### src/rtl/reg_bus_master.sv
// Command-to-register-bus sequencer: one setup cycle, a one-cycle strobe, an optional
// read-latency wait, then a held response. All outputs are registered.
module reg_bus_master #(
   parameter int unsigned            ADDR_WIDTH = 4,
   parameter int unsigned            DATA_WIDTH = 8,
   parameter logic [ADDR_WIDTH-1:0]  IDLE_ADDR  = 4'hF,
   parameter int unsigned            RD_LATENCY = 1
) (
   input  logic                  i_clk,
   input  logic                  i_reset,
   input  logic                  i_cmd_valid,
   output logic                  o_cmd_ready,
   input  logic                  i_cmd_write,
   input  logic [ADDR_WIDTH-1:0] i_cmd_addr,
   input  logic [DATA_WIDTH-1:0] i_cmd_wdata,
   output logic                  o_rsp_valid,
   input  logic                  i_rsp_ready,
   output logic                  o_rsp_write,
   output logic [DATA_WIDTH-1:0] o_rsp_rdata,
   output logic [ADDR_WIDTH-1:0] o_reg_address,
   output logic                  o_reg_write_en,
   output logic                  o_reg_read_en,
   output logic [DATA_WIDTH-1:0] o_reg_wdata,
   input  logic [DATA_WIDTH-1:0] i_reg_rdata
);

   typedef enum logic [2:0] {
      StIdle,
      StSetup,
      StStrobe,
      StWait,
      StResp
   } state_e;

   state_e                r_state;
   state_e                w_state_next;

   logic                  r_cmd_write,    w_cmd_write_next;
   logic [ADDR_WIDTH-1:0] r_cmd_addr,     w_cmd_addr_next;
   logic [DATA_WIDTH-1:0] r_cmd_wdata,    w_cmd_wdata_next;
   logic [2:0]            r_wait_cnt,     w_wait_cnt_next;

   logic                  r_cmd_ready,    w_cmd_ready_next;
   logic                  r_rsp_valid,    w_rsp_valid_next;
   logic                  r_rsp_write,    w_rsp_write_next;
   logic [DATA_WIDTH-1:0] r_rsp_rdata,    w_rsp_rdata_next;
   logic [ADDR_WIDTH-1:0] r_reg_address,  w_reg_address_next;
   logic                  r_reg_write_en, w_reg_write_en_next;
   logic                  r_reg_read_en,  w_reg_read_en_next;
   logic [DATA_WIDTH-1:0] r_reg_wdata,    w_reg_wdata_next;

   always_ff @(posedge i_clk) begin
      if (i_reset) begin
         r_state        <= StIdle;
         r_cmd_write    <= 1'b0;
         r_cmd_addr     <= '0;
         r_cmd_wdata    <= '0;
         r_wait_cnt     <= '0;
         r_cmd_ready    <= 1'b0;
         r_rsp_valid    <= 1'b0;
         r_rsp_write    <= 1'b0;
         r_rsp_rdata    <= '0;
         r_reg_address  <= IDLE_ADDR;
         r_reg_write_en <= 1'b0;
         r_reg_read_en  <= 1'b0;
         r_reg_wdata    <= '0;
      end else begin
         r_state        <= w_state_next;
         r_cmd_write    <= w_cmd_write_next;
         r_cmd_addr     <= w_cmd_addr_next;
         r_cmd_wdata    <= w_cmd_wdata_next;
         r_wait_cnt     <= w_wait_cnt_next;
         r_cmd_ready    <= w_cmd_ready_next;
         r_rsp_valid    <= w_rsp_valid_next;
         r_rsp_write    <= w_rsp_write_next;
         r_rsp_rdata    <= w_rsp_rdata_next;
         r_reg_address  <= w_reg_address_next;
         r_reg_write_en <= w_reg_write_en_next;
         r_reg_read_en  <= w_reg_read_en_next;
         r_reg_wdata    <= w_reg_wdata_next;
      end
   end

   // Each branch computes the registered outputs for the state being entered.
   always_comb begin
      w_state_next        = r_state;
      w_cmd_write_next    = r_cmd_write;
      w_cmd_addr_next     = r_cmd_addr;
      w_cmd_wdata_next    = r_cmd_wdata;
      w_wait_cnt_next     = r_wait_cnt;
      w_rsp_valid_next    = 1'b0;
      w_rsp_write_next    = r_rsp_write;
      w_rsp_rdata_next    = r_rsp_rdata;
      w_reg_address_next  = IDLE_ADDR;
      w_reg_write_en_next = 1'b0;
      w_reg_read_en_next  = 1'b0;
      w_reg_wdata_next    = '0;

      unique case (r_state)
         StIdle: begin
            if (i_cmd_valid && r_cmd_ready) begin
               w_cmd_write_next   = i_cmd_write;
               w_cmd_addr_next    = i_cmd_addr;
               w_cmd_wdata_next   = i_cmd_wdata;
               w_reg_address_next = i_cmd_addr;
               w_state_next       = StSetup;
            end
         end
         StSetup: begin
            w_reg_address_next  = r_cmd_addr;
            w_reg_write_en_next = r_cmd_write;
            w_reg_read_en_next  = ~r_cmd_write;
            w_reg_wdata_next    = r_cmd_write ? r_cmd_wdata : '0;
            w_state_next        = StStrobe;
         end
         StStrobe: begin
            if (r_cmd_write) begin
               w_rsp_valid_next = 1'b1;
               w_rsp_write_next = 1'b1;
               w_rsp_rdata_next = '0;
               w_state_next     = StResp;
            end else begin
               w_wait_cnt_next  = 3'(RD_LATENCY);
               w_state_next     = StWait;
            end
         end
         StWait: begin
            if (r_wait_cnt == 3'd1) begin
               w_rsp_valid_next = 1'b1;
               w_rsp_write_next = 1'b0;
               w_rsp_rdata_next = i_reg_rdata;
               w_state_next     = StResp;
            end else begin
               w_wait_cnt_next  = r_wait_cnt - 3'd1;
            end
         end
         StResp: begin
            if (i_rsp_ready) begin
               w_state_next     = StIdle;
            end else begin
               w_rsp_valid_next = 1'b1;
            end
         end
         default: w_state_next = StIdle;
      endcase

      w_cmd_ready_next = (w_state_next == StIdle);
   end

   assign o_cmd_ready    = r_cmd_ready;
   assign o_rsp_valid    = r_rsp_valid;
   assign o_rsp_write    = r_rsp_write;
   assign o_rsp_rdata    = r_rsp_rdata;
   assign o_reg_address  = r_reg_address;
   assign o_reg_write_en = r_reg_write_en;
   assign o_reg_read_en  = r_reg_read_en;
   assign o_reg_wdata    = r_reg_wdata;

endmodule

### config.mk
export PLATFORM = sky130hd
export DESIGN_NAME = reg_bus_master
export DESIGN_NICKNAME = d
export VERILOG_FILES = /design/src/rtl/reg_bus_master.sv
export SDC_FILE = /design/constraint.sdc
export NUM_CORES = 1
export LEC_CHECK = 0
export ABC_AREA = 1
export CORE_MARGIN = 10
export CORE_UTILIZATION = 45
export DETAILED_ROUTE_END_ITERATION = 8
export PLACE_DENSITY_LB_ADDON = 0.12
export SYNTH_ARGS = -nofsm -noshare
export SYNTH_HDL_FRONTEND = slang
export SYNTH_SLANG_ARGS = --single-unit
### constraint.sdc
create_clock -name i_clk -period 3.8 [get_ports i_clk]
set_clock_uncertainty 0.2 [all_clocks]
set_input_delay 0.76 -clock i_clk [delete_from_list [all_inputs] [get_ports i_clk]]
set_output_delay 0.76 -clock i_clk [all_outputs]
set_load 0.05 [all_outputs]
; Word level (Yosys, flattened, before mapping)
; Cells that the tools add are included.
[word_totals]
out_inout_bits = 25
register_bits = 44
[classes]
n_eq_ne = 9
muxes = 20
add_sub_neg = 1
n_reduce_logical = 9
bitwise = 2
[ops]
columns = op, n
row1 = two-way mux 3 bit, 6
row2 = two-way mux 8 bit, 2
row3 = case mux 8 bit (2 select lines), 1
row4 = case mux 3 bit (5 select lines), 1
row5 = "inequality test 2 bit, second input constant", 4
row6 = case mux 4 bit (2 select lines), 1
row7 = "equality test 3 x 1 -> 1 bit, second input constant", 2
row8 = "equality test 3 x 2 -> 1 bit, second input constant", 2
row9 = zero test 3 bit, 2
row10 = case mux 3 bit (2 select lines), 1
row11 = AND reduction 3 bit, 2
row12 = two-way mux 1 bit, 5
row13 = two-way mux 4 bit, 1
row14 = "equality test 3 bit, second input constant", 1
row15 = case mux 1 bit (3 select lines), 1
row16 = OR reduction 3 bit, 1
row17 = "subtractor 3 x 1 -> 3 bit, second input constant", 1
row18 = inverter 1 bit, 2
row19 = case mux 1 bit (2 select lines), 1
row20 = AND reduction 2 bit, 1
row21 = nonzero test 2 bit, 1
row22 = OR reduction 2 bit, 1
row23 = logical AND 1 bit, 1

; Depth between registers and ports, before layout
[logic_depth]
word_depth = 4
depth_mapped = 9
mapped_depth_nobuf = 8

; Worst setup path after synthesis
; Ideal clock, no wire load.
[synth_timing]
path_type = in2reg
from = input port i_cmd_valid
to = register r_cmd_wdata[2]
arrival_time_ps = 1375
setup_time_ps = 119
path_stages = 6
setup_slack_ps = 2106
cell_sequence = nand2_1 -> inv_1 -> nand3_2 -> buf_6 -> o21ai_0 -> a21oi_1
[synth_via]
elab_chain_len = 2
[synth_lines]
columns = item, line
row1 = start: declaration, 11  ; input logic i_cmd_valid,
row2 = logical AND 1 bit, 101  ; if (i_cmd_valid && r_cmd_ready) begin
row3 = AND reduction 2 bit (no source line), -
row4 = end signal: assignment, 71  ; r_cmd_wdata <= w_cmd_wdata_next;
row5 = end: declaration, 40  ; logic [DATA_WIDTH-1:0] r_cmd_wdata, w_cmd_wdata_next;
; No other way between the ends.
; A chain may end at the register's enable or synchronous reset.

; Worst setup path after layout
[layout_timing]
from = register r_rsp_rdata[5] (netlist: o_rsp_rdata[5])
to = output port o_rsp_rdata[5]
[layout_rtl]
columns = item, line
row1 = start: declaration, 46  ; logic [DATA_WIDTH-1:0] r_rsp_rdata, w_rsp_rdata_next;
row2 = start signal: assignment, 76  ; r_rsp_rdata <= w_rsp_rdata_next;
row3 = end: declaration, 19  ; output logic [DATA_WIDTH-1:0] o_rsp_rdata,
; No word-level cell between the ends.

==> out/results.ini <==
[power]
combPwrFrac_pct=21.6
swShare_pct=29.79
p_leak_nw=1.003
p_per_area_nw_per_um2=479.5
power.share.sequential_pct=46.6
p_int_w=0.0007927
p_total_w=0.001129
switching_power_w=0.0003363
clock_power_share_pct=31.8
vdd_drop_max_mv=0.3312

[clock_network]
ctsHoldBuffers=0
post_cts_resized=0
path_clk_slew_ps=90
clockRootBuffer=clkbuf_8
insertion_delay_ps=290
post_cts_buffers=0
htree_levels=2
cts_inserted_buffers=5
tritoncts=done
clockBufferDepth=2
clkSinkCount=44

[critical_path]
crit_chain=clkdlybuf4s50_1
arrival_ps=1450
worstPathMaxFanout=2
cp_slowest_stage_delay_ps=810
cp_top_family=buffers and inverters
cp-end-kind=output pin
required_ps=2840
cp_slowest_cell=clkdlybuf4s50_1
cp_num_buf_inv=1
worstSetupPathType=flop to output pin
critPathLaunchType=flop

[cells_and_area]
seq_area_um2=880.8
drive_above_1_share_pct=7.722
fin_util_pct=63.84
nNetsFinal=285
synthToLayoutAreaGrowth_pct=35.59
final_cell_area_um2=2355
multi_input_area_um2=688.2
fill_cells=313
diodes=0

[synthesis]
synth.distinct_cells=28
ys_seq_area_share_pct=50.72
postSynthCellCount=208
yosys-top-cells-count=dfxtp_1 (44), nand2_1 (30), inv_1 (28)
synth_most_common_cell=dfxtp_1
synth_area_leaders=dfxtp_1 (51%), nand2_1 (6.5%), inv_1 (6.1%)
ys_async_sr_fraction_pct=0
synth_area_um2=1737
synth_seq_cells=44
syn_area_per_cell_um2=8.349
synth-warning-count=0
syn-num-nets=235
synth_top_area_share_pct=50.72
synth-edff-count=0
synthFlopType=dfxtp_1
synth_top_cell_by_area=dfxtp_1

[sta]
whs_ps=240.3
slew_violations=0
rsz0062_at_grt=false
slew_headroom_pct=65.37
hold_viol_final=0
fmax_mhz=415.4
post-route-min-period_ps=2407
finalSetupTns_ps=0
period_share_pct=63.35
setup_viol=0
tightest_slew_ps=517.8

[global_routing]
antenna_found_initial=0
grt_pass1_wl_um=6216
grt_pass1_vias=1386
grt_usage_pct=11.71
gr-total-overflow=0
grt_max_degree=28

[flow_run]
max_cap_viol_count=0

[floorplanning]
rows=22
ios=50
core-area_um2=3689
floorplan.die_area_um2=6744
die_x_um=82.12
initial_core_util_pct=47.08
die_h_um=82.12

[route]
drtIter0Drc=98
drc=0
routed_via_density=4.756
finalWirelength_um=3887
vias=1460
wl_per_cell_um=12.66
first_pass_iters=4
ant_nets=0

[place]
dp_hpwl_um=2815
globalplace.congestion=0.7975
dpl_cell_area_um2=2240
portBuffers=49

[run_status]
outcome=finished clean

[worst_hold_path]
hp-class=flop to flop

-- cell type report --
cell class              instances  share of cell area [%]
flip-flops and latches         44                   37.41
well taps                      48                   2.550
multi-input cells             127                   29.22
repair buffers                 50                   21.15
inverters                      30                   4.782
clock buffers                   5                   2.922
clock inverters                 3                   1.966
-- power by group through the flow --
stage | Combinational, W | Clock, W | Sequential (W)
2_1_floorplan | 0.000118 | 0 | 0.000586
3_3_place_gp | 0.000241 | 0 | 0.000536
3_5_place_dp | 0.000244 | 0 | 0.000537
4_1_cts | 0.000245 | 0.000368 | 0.000526
5_1_grt | 0.000271 | 0.000386 | 0.000531
6_report | 0.000244 | 0.000359 | 0.000526
-- worst paths after layout --
path	startpoint	depth (start not counted)	slack, ps	to
worst max register to register	r_state[1]	4	2100	r_cmd_write
worst max-delay path	o_rsp_rdata[5]	1	1390	o_rsp_rdata[5]
worst min-delay path	r_cmd_wdata[2]	2	240	o_reg_wdata[2]
worst min register to register	r_cmd_wdata[2]	2	240	o_reg_wdata[2]
-- placed cells by master, fill, tap and decap left out, types with 2 or more instances in the layout --
master,n
o21ai_0,16
a21oi_1,15
dfxtp_1,44
nand4_1,2
nor3_1,2
o211ai_1,3
nor2_1,22
clkdlybuf4s50_1,49
o21ai_1,2
nand3_2,3
a21boi_1,7
inv_1,28
nand2_1,30
clkbuf_8,5
ha_1,2
nand3b_1,10
nand3_1,5
nand2_2,2
-- per-layer routing --
metal / share of wire [%] / vias to the layer above / global-route usage (%)
met5: 0 / - / 0
met4: 1.3 / 0 / 3.741
met3: 9.4 / 6 / 5.184
met2: 46 / 42 / 18.18
met1: 44 / 647 / 14.28
li1: - / 765 / -
-- stage by stage --
step	std cells	worst slack, ps
after detailed placement	299	1225
final	307	1393
after floorplan	208	2106
after global placement	299	1309
after global routing	307	1335
after CTS	307	1376
-- sequential cells by signal, indices dropped and copies added, names as in the netlist --
signal          cells
o_reg_wdata         8
o_rsp_rdata         8
r_cmd_wdata         8
o_reg_address       4
r_cmd_addr          4
r_state             3
r_wait_cnt          3
o_cmd_ready         1
o_reg_read_en       1
o_reg_write_en      1
o_rsp_valid         1
o_rsp_write         1
r_cmd_write         1
-- kinds of logic (layout without fill, tap and decap cells) --
family,Yosys count,after routing,synth area share [%]
AOI/OAI and AO/OA,45,45,14.77
adders and majority gates,2,2,1.441
buffers and inverters,37,88,9.654
DFF,44,44,50.72
and+or+nand+nor,80,80,23.41
Note: power is estimated with default switching activity, not from simulation.
